--- src/rtl/tube_arbiter.sv ---
// tube_arbiter: two-master (cpu, dbg) arbiter in front of the tube display
// register block. A granted access holds the tube bus for ACCESS_CYCLES
// cycles (legal range 1..15), then returns a one-cycle ack with err/rdata.
//
// Handshake: a requester raises req together with stable we/addr/wdata and
// holds it until it samples its ack high. ack is a one-cycle pulse, and err
// and rdata are valid in that same cycle. A req still high in the cycle
// after ack counts as a new request.
//
// Optional feature: define TUBE_ARB_CPU_PRIO_EN for fixed cpu priority on a
// tie. Otherwise ties are resolved round-robin on the last-granted master.
//
// state_dbg exposes the FSM state (IDLE=0, BUSY=1, ACK=2) for checkers.

module tube_arbiter #(
   parameter int ACCESS_CYCLES = 1
) (
   input  logic        clk,
   input  logic        reset,
   input  logic        cpu_req,
   input  logic        cpu_we,
   input  logic [2:0]  cpu_addr,
   input  logic [31:0] cpu_wdata,
   input  logic        dbg_req,
   input  logic        dbg_we,
   input  logic [2:0]  dbg_addr,
   input  logic [31:0] dbg_wdata,
   output logic        cpu_ack,
   output logic        cpu_err,
   output logic [31:0] cpu_rdata,
   output logic        dbg_ack,
   output logic        dbg_err,
   output logic [31:0] dbg_rdata,
   output logic        tube_we,
   output logic [2:0]  tube_addr,
   output logic [31:0] tube_din,
   input  logic [31:0] tube_dout,
   output logic [1:0]  state_dbg
);

   typedef enum logic [1:0] {
      IDLE = 2'd0,
      BUSY = 2'd1,
      ACK  = 2'd2
   } state_t;

   // Final value of the BUSY counter; BUSY ends on the edge that sees it.
   localparam logic [3:0] LAST_CNT = 4'(ACCESS_CYCLES - 1);

   state_t      state;
   logic [3:0]  busy_cnt;
   logic        owner_dbg;    // 1 = dbg owns the current access
   logic        acc_we;       // latched direction of the current access
   logic        acc_illegal;  // latched illegal-address flag

   logic        grant_dbg;
   logic        sel_we;
   logic [2:0]  sel_addr;
   logic [31:0] sel_wdata;
   logic        sel_legal;
   logic [31:0] rd_val;

   // Winner selection: a lone requester always wins; ties go by policy.
`ifdef TUBE_ARB_CPU_PRIO_EN
   assign grant_dbg = dbg_req && !cpu_req;
`else
   logic last_dbg;            // 1 = dbg was granted last
   assign grant_dbg = dbg_req && (!cpu_req || !last_dbg);
`endif

   // Request fields of the selected winner.
   assign sel_we    = grant_dbg ? dbg_we    : cpu_we;
   assign sel_addr  = grant_dbg ? dbg_addr  : cpu_addr;
   assign sel_wdata = grant_dbg ? dbg_wdata : cpu_wdata;
   assign sel_legal = (sel_addr[2:1] == 2'b11);

   // Read data returned to the owner: only a legal read carries tube data.
   assign rd_val = (!acc_we && !acc_illegal) ? tube_dout : 32'h0;

   assign state_dbg = state;

   // FSM with all outputs registered; ack/err/tube_we default low each cycle.
   always_ff @(posedge clk) begin
      if (reset) begin
         state       <= IDLE;
         busy_cnt    <= 4'd0;
         owner_dbg   <= 1'b0;
         acc_we      <= 1'b0;
         acc_illegal <= 1'b0;
         tube_we     <= 1'b0;
         tube_addr   <= 3'b000;
         tube_din    <= 32'h0;
         cpu_ack     <= 1'b0;
         cpu_err     <= 1'b0;
         cpu_rdata   <= 32'h0;
         dbg_ack     <= 1'b0;
         dbg_err     <= 1'b0;
         dbg_rdata   <= 32'h0;
`ifndef TUBE_ARB_CPU_PRIO_EN
         last_dbg    <= 1'b1;
`endif
      end else begin
         tube_we <= 1'b0;
         cpu_ack <= 1'b0;
         cpu_err <= 1'b0;
         dbg_ack <= 1'b0;
         dbg_err <= 1'b0;
         case (state)
            IDLE: begin
               if (cpu_req || dbg_req) begin
                  owner_dbg   <= grant_dbg;
                  acc_we      <= sel_we;
                  acc_illegal <= !sel_legal;
                  tube_addr   <= sel_addr;
                  tube_din    <= sel_wdata;
                  tube_we     <= sel_we && sel_legal;
                  busy_cnt    <= 4'd0;
                  state       <= BUSY;
`ifndef TUBE_ARB_CPU_PRIO_EN
                  last_dbg    <= grant_dbg;
`endif
               end
            end
            BUSY: begin
               if (busy_cnt == LAST_CNT) begin
                  if (owner_dbg) dbg_rdata <= rd_val;
                  else           cpu_rdata <= rd_val;
                  busy_cnt <= 4'd0;
                  state    <= ACK;
               end else begin
                  busy_cnt <= busy_cnt + 4'd1;
               end
            end
            ACK: begin
               if (owner_dbg) begin
                  dbg_ack <= 1'b1;
                  dbg_err <= acc_illegal;
               end else begin
                  cpu_ack <= 1'b1;
                  cpu_err <= acc_illegal;
               end
               state <= IDLE;
            end
            default: state <= IDLE;
         endcase
      end
   end

endmodule

--- config.mk ---
export PLATFORM = sky130hd
export DESIGN_NAME = tube_arbiter
export DESIGN_NICKNAME = d
export VERILOG_FILES = /design/src/rtl/tube_arbiter.sv
export SDC_FILE = /design/constraint.sdc
export NUM_CORES = 1
export LEC_CHECK = 0
export CAP_MARGIN = 40
export CORE_ASPECT_RATIO = 1.2
export CORE_UTILIZATION = 47
export CTS_BUF_LIST = sky130_fd_sc_hd__clkbuf_8
export DETAILED_ROUTE_END_ITERATION = 7
export PLACE_DENSITY = 0.89
export SLEW_MARGIN = 20
export SYNTH_ARGS = -nofsm -noshare
export SYNTH_HDL_FRONTEND = slang
export SYNTH_SLANG_ARGS = --single-unit
--- constraint.sdc ---
create_clock -name clk -period 3.8 [get_ports clk]
set_clock_uncertainty 0.05 [all_clocks]
set_input_delay 0.57 -clock clk [delete_from_list [all_inputs] [get_ports clk]]
set_output_delay 0.57 -clock clk [all_outputs]
set_load 0.005 [all_outputs]
[After elaboration in Yosys (flattened, before gate mapping)]
Cells that the tools add are included.
Word-level totals
  register bits: 114
  bits of input ports: 108
  output and inout bits: 106
  word-level logic and storage cells: 59
Cells by class
  add/subtract/negate cells: 1
  eq/ne operators: 5
  mux-type cells: 12
  bitwise operators: 4
  reduce and logical (&&, ||, !) cells: 22
Operators by type and width (count)
  32-bit 2-to-1 mux: 2
  3-bit OR reduction: 3
  4-bit 2-to-1 mux: 2
  4-bit case mux with 2 select lines: 1
  2-bit AND reduction: 3
  3-bit AND reduction: 2
  1-bit zero test: 5
  4-bit by 1-bit adder with 4-bit output (second input constant): 1
  2-bit == test (second input constant): 2
  4-bit zero test: 1
  2-bit 2-to-1 mux: 2
  2-bit != test (second input constant): 2
  1-bit NOT: 4
  2-bit case mux with 2 select lines: 1
  1-bit logical AND: 3
  1-bit 2-to-1 mux: 3
  3-bit 2-to-1 mux: 1
  2-bit by 1-bit == test with 1-bit output (second input constant): 1
  2-bit zero test: 1
  1-bit logical OR: 2
  2-bit nonzero test: 1
  2-bit OR reduction: 1

[Longest topological paths before layout]
  word-level depth: 6
  gate-level depth with buffers: 6
  mapped depth without buffers: 5

[Worst setup path after synthesis]
Ideal clock, no wire load.
  kind: register to register
  from: reg busy_cnt[0]
  to: reg cpu_rdata[0]
  library setup time: 72 ps
  arrival: 1468 ps
  required time: 3678 ps
  setup slack: 2211 ps
  cell stages (with the launch flop): 7
  path buffers: 1
  period minus slack after synthesis: 1589 ps
  cells stage by stage: dfxtp_1 inv_1 ha_1 nor2b_1 nor4b_4 buf_6 mux2i_1
Between the ends
  word-level cells in the longest chain between the ends: 2
Ends and longest elaborated chain
  start, declared: line 51  | logic [3:0] busy_cnt;
  start signal, assigned: line 131  | busy_cnt <= busy_cnt + 4'd1;
  4-bit zero test: line 125  | if (busy_cnt == LAST_CNT) begin
  3-bit AND reduction (no line)
  end signal, assigned: line 127  | else cpu_rdata <= rd_val;
  end, declared: line 30  | output logic [31:0] cpu_rdata,
Every way passes these cells.
A chain may end at the register's enable or synchronous reset.

[Worst setup path after layout]
  from: reg state[0] (netlist: state_dbg[0])
  to: out state_dbg[0]
RTL lines
  start, declared: line 50  | state_t state;
  start signal, assigned: line 85  | state <= IDLE;
  start signal, assigned: line 118  | state <= BUSY;
  start signal, assigned: line 129  | state <= ACK;
  end, declared: line 38  | output logic [1:0] state_dbg
No word-level cell between the ends.

==> out/qor.csv <==
stage,metric,value,unit
status,status,completed,
floorplanning,Die Area,0.0106,mm2
worst_setup_path,CP endpoint kind,output pin,
final_layout,fillers,680,
power,Power Dens Cells,425,mW/mm2
clocking,CTS buffer count,17,
synth,synth unique cells,40,
sta,Hold Fails Final Rpt,0,
global_routing,initial antenna violation count,0,
clocking,H-tree depth,4,
synth,Post-synth EDFFs,0,
clocking,Longest Clk Path Bufs,2,
clocking,CTS tree,done,
clocking,"Setup Fix Bufs, Post-CTS",0,
routing,vias per cell,5.25,
clocking,"Hold-fix buffers, CTS",0,
worst_setup_path,FF-to-FF setup slack,1.80,ns
worst_setup_path,"Max FO, Critical Path",9,
routing,Routed WL,13400,um
worst_setup_path,Worst R2R Path Depth,7,
synth,Post-Syn Instances,513,
worst_setup_path,Crit path largest cell delay,0.58,ns
power,P_leak,2.96,nW
sta,Fin Hold WS,0.423,ns
job,Max Cap Viol,0,
floorplanning,Die Y,113,um
synth,syn nets,623,
worst_setup_path,Worst R2R Start,busy_cnt[0],
worst_setup_path,end of the worst register-to-register path,dbg_rdata[14],
final_layout,layout cells sized above 1,7.16,%
sta,fin crit share,56.5,%
synth,synthesized flop and latch total,114,
worst_setup_path,kind of cell adding the most delay to the critical path,buffers and inverters,
final_layout,multi-input combinational cell area,0.00229,mm2
worst_setup_path,CP Buf/Inv Count,1,
power,Max IR drop VDD,0.000221,V
global_routing,number of global-route vias before repair,4488,
floorplanning,die width,94.3,um
placed_design,GPL Wtd Cong,0.783,
sta,Worst Tran Pin Value,0.830,ns
global_routing,first-pass GRT wire length,21500,um
sta,fmax,465,MHz
routing,Post-DRT Antenna Nets,0,
worst_setup_path,CP required,3.18,ns
synth,post-synthesis async set-or-reset flop share,0,%
sta,Final Max Slew Viols,0,
final_layout,Sequential Area,0.00228,mm2
worst_setup_path,arrival time at the worst endpoint,1.53,ns
sta,RSZ-0062 raised after global routing,no,
routing,Post-route DRC,0,
final_layout,NumNets Final,823,
global_routing,largest net degree at the start of global routing,45,
floorplanning,io pins,214,
worst_setup_path,Startpoint Class,flip-flop,
final_layout,synth-to-layout area growth,54.5,%
sta,Slew HR,44.7,%
sta,fin crit period,2.15,ns
sta,# setup viols final,0,
clocking,Worst-path clk slew,0.06,ns
synth,yosys warns,0,
clocking,Skew-Pair Late Insertion Delay,0.42,ns
clocking,post-CTS sizing,0,
sta,TNS Setup,0,ns
floorplanning,Core Area,0.00996,mm2
routing,number of detailed-route iterations in the first pass,6,
synth,syn_area_per_cell,9.37,um2
clocking,CTS sink count,114,
global_routing,GRT Overall Usage,25.8,%
worst_setup_path,critical path depth,1,
placed_design,PortBufs,213,
floorplanning,# rows,40,
routing,wire per inst,15.7,um
synth,post-synthesis instance area,0.00481,mm2
final_layout,n_diodes,0,
floorplanning,initial core utilization,48.3,%
worst_setup_path,Critical Path Source,state_dbg[0],
worst_setup_path,crit-path cells,clkdlybuf4s50_1,
synth,post-synthesis sequential area ratio,47.5,%
global_routing,remaining global-route overflow,0,
placed_design,post-DP HPWL,9380,um
synth,dominant synthesized flop cell,dfxtp_1,
routing,Initial DRC Count,158,
routing,via count,4475,
worst_setup_path,Worst path slowest cell,clkdlybuf4s50_1,
worst_setup_path,worst setup path class,reg -> out,
worst_hold_path,Worst Hold Class,reg -> reg,
clocking,CTS root buffer,clkbuf_8,
worst_setup_path,Critical Path End,state_dbg[0],
[state kept, by name, indices dropped and copies added, names as in the netlist, 2 cells and up]
name       count
tube_din      32
cpu_rdata     32
state_dbg      2
dbg_rdata     32
busy_cnt       4
tube_addr      3
[worst min-delay path by stage]
| stage | depth (start not counted) | from | endpoint |
|---|---|---|---|
| global route | 2 | cpu_rdata[1] | cpu_rdata[1] |
| CTS | 2 | cpu_rdata[4] | cpu_rdata[4] |
| finish | 2 | cpu_rdata[4] | cpu_rdata[4] |
| global placement | 2 | cpu_rdata[10] | cpu_rdata[10] |
| detailed placement | 2 | cpu_rdata[22] | cpu_rdata[22] |
| floorplan | 2 | cpu_rdata[0] | cpu_rdata[0] |
[layout make-up]
cell class / count / share of cell area (%)
inverters: 3 / 0.152
multi-input cells: 355 / 30.9
repair buffers: 222 / 30.1
clock buffers: 21 / 3.89
clock inverters: 11 / 2.14
well taps: 126 / 2.12
flip-flops and latches: 114 / 30.7
[where the power goes]
part           switching [mW]  internal, mW
Combinational           0.248         0.335
Sequential             0.0507          1.28
Clock                   0.466         0.778
Total                   0.766          2.39
[kinds of logic (layout without fill, tap and decap cells)]
family	after synthesis	count (layout)	synth area share, %
simple gates	198	198	20.8
flops	114	114	47.5
compound gates	91	91	12.9
mux	64	64	13.3
buf+inv	44	257	4.97
fa+ha+maj	2	2	0.520
[cells in the final DEF (no fill, tap or decap), drive strengths merged, types with 2 or more instances in the layout]
cell type      instances
mux2i                 64
clkinv                 4
bufinv                 4
dfxtp                114
clkbuf                21
nand4                  2
nor2                   5
nand2                107
o21ai                  4
a211oi                 2
inv                    5
buf                   10
clkdlybuf4s50        212
and3                   3
a31oi                  2
ha                     2
nand2b                66
nor3                   3
nand3                  3
a21oi                 40
a311oi                36
[cells in the mapped netlist (2+ instances only)]
library cell / number / area [um2]
a311oi_1: 36 / 315
buf_4: 8 / 60.1
a31oi_1: 2 / 12.5
inv_1: 3 / 11.3
and3_1: 2 / 12.5
a211oi_1: 2 / 15.0
clkbuf_1: 12 / 45.0
buf_6: 3 / 33.8
nor3_1: 3 / 15.0
nand3_1: 3 / 15.0
o21ai_0: 4 / 20.0
mux2i_1: 64 / 641
nand4_1: 2 / 12.5
ha_1: 2 / 25.0
nand2_1: 107 / 402
buf_2: 17 / 85.1
nand2b_1: 65 / 407
dfxtp_1: 114 / 2280
a21oi_1: 40 / 200
nor2_1: 4 / 15.0
[metal layers]
| layer | wire length, um | GRT usage [%] |
|---|---|---|
| met5 | 0 | 0 |
| met4 | 256 | 10.2 |
| met3 | 1160 | 9.68 |
| met2 | 6520 | 43.6 |
| met1 | 5440 | 29.1 |
[stage by stage]
stage          util, %  setup slack [ns]  total power, mW  instances  cell area [um2]
2_1_floorplan        -              2.21             1.61        513             4810
3_3_place_gp      69.5              1.41             1.91        818             6930
3_5_place_dp      70.1              1.33             1.93        820             6980
4_1_cts           74.6              1.62             3.18        852             7430
5_1_grt           74.6              1.58             3.29        852             7430
6_report          74.6              1.65             3.15        852             7430
(Power assumes the default switching activity.)
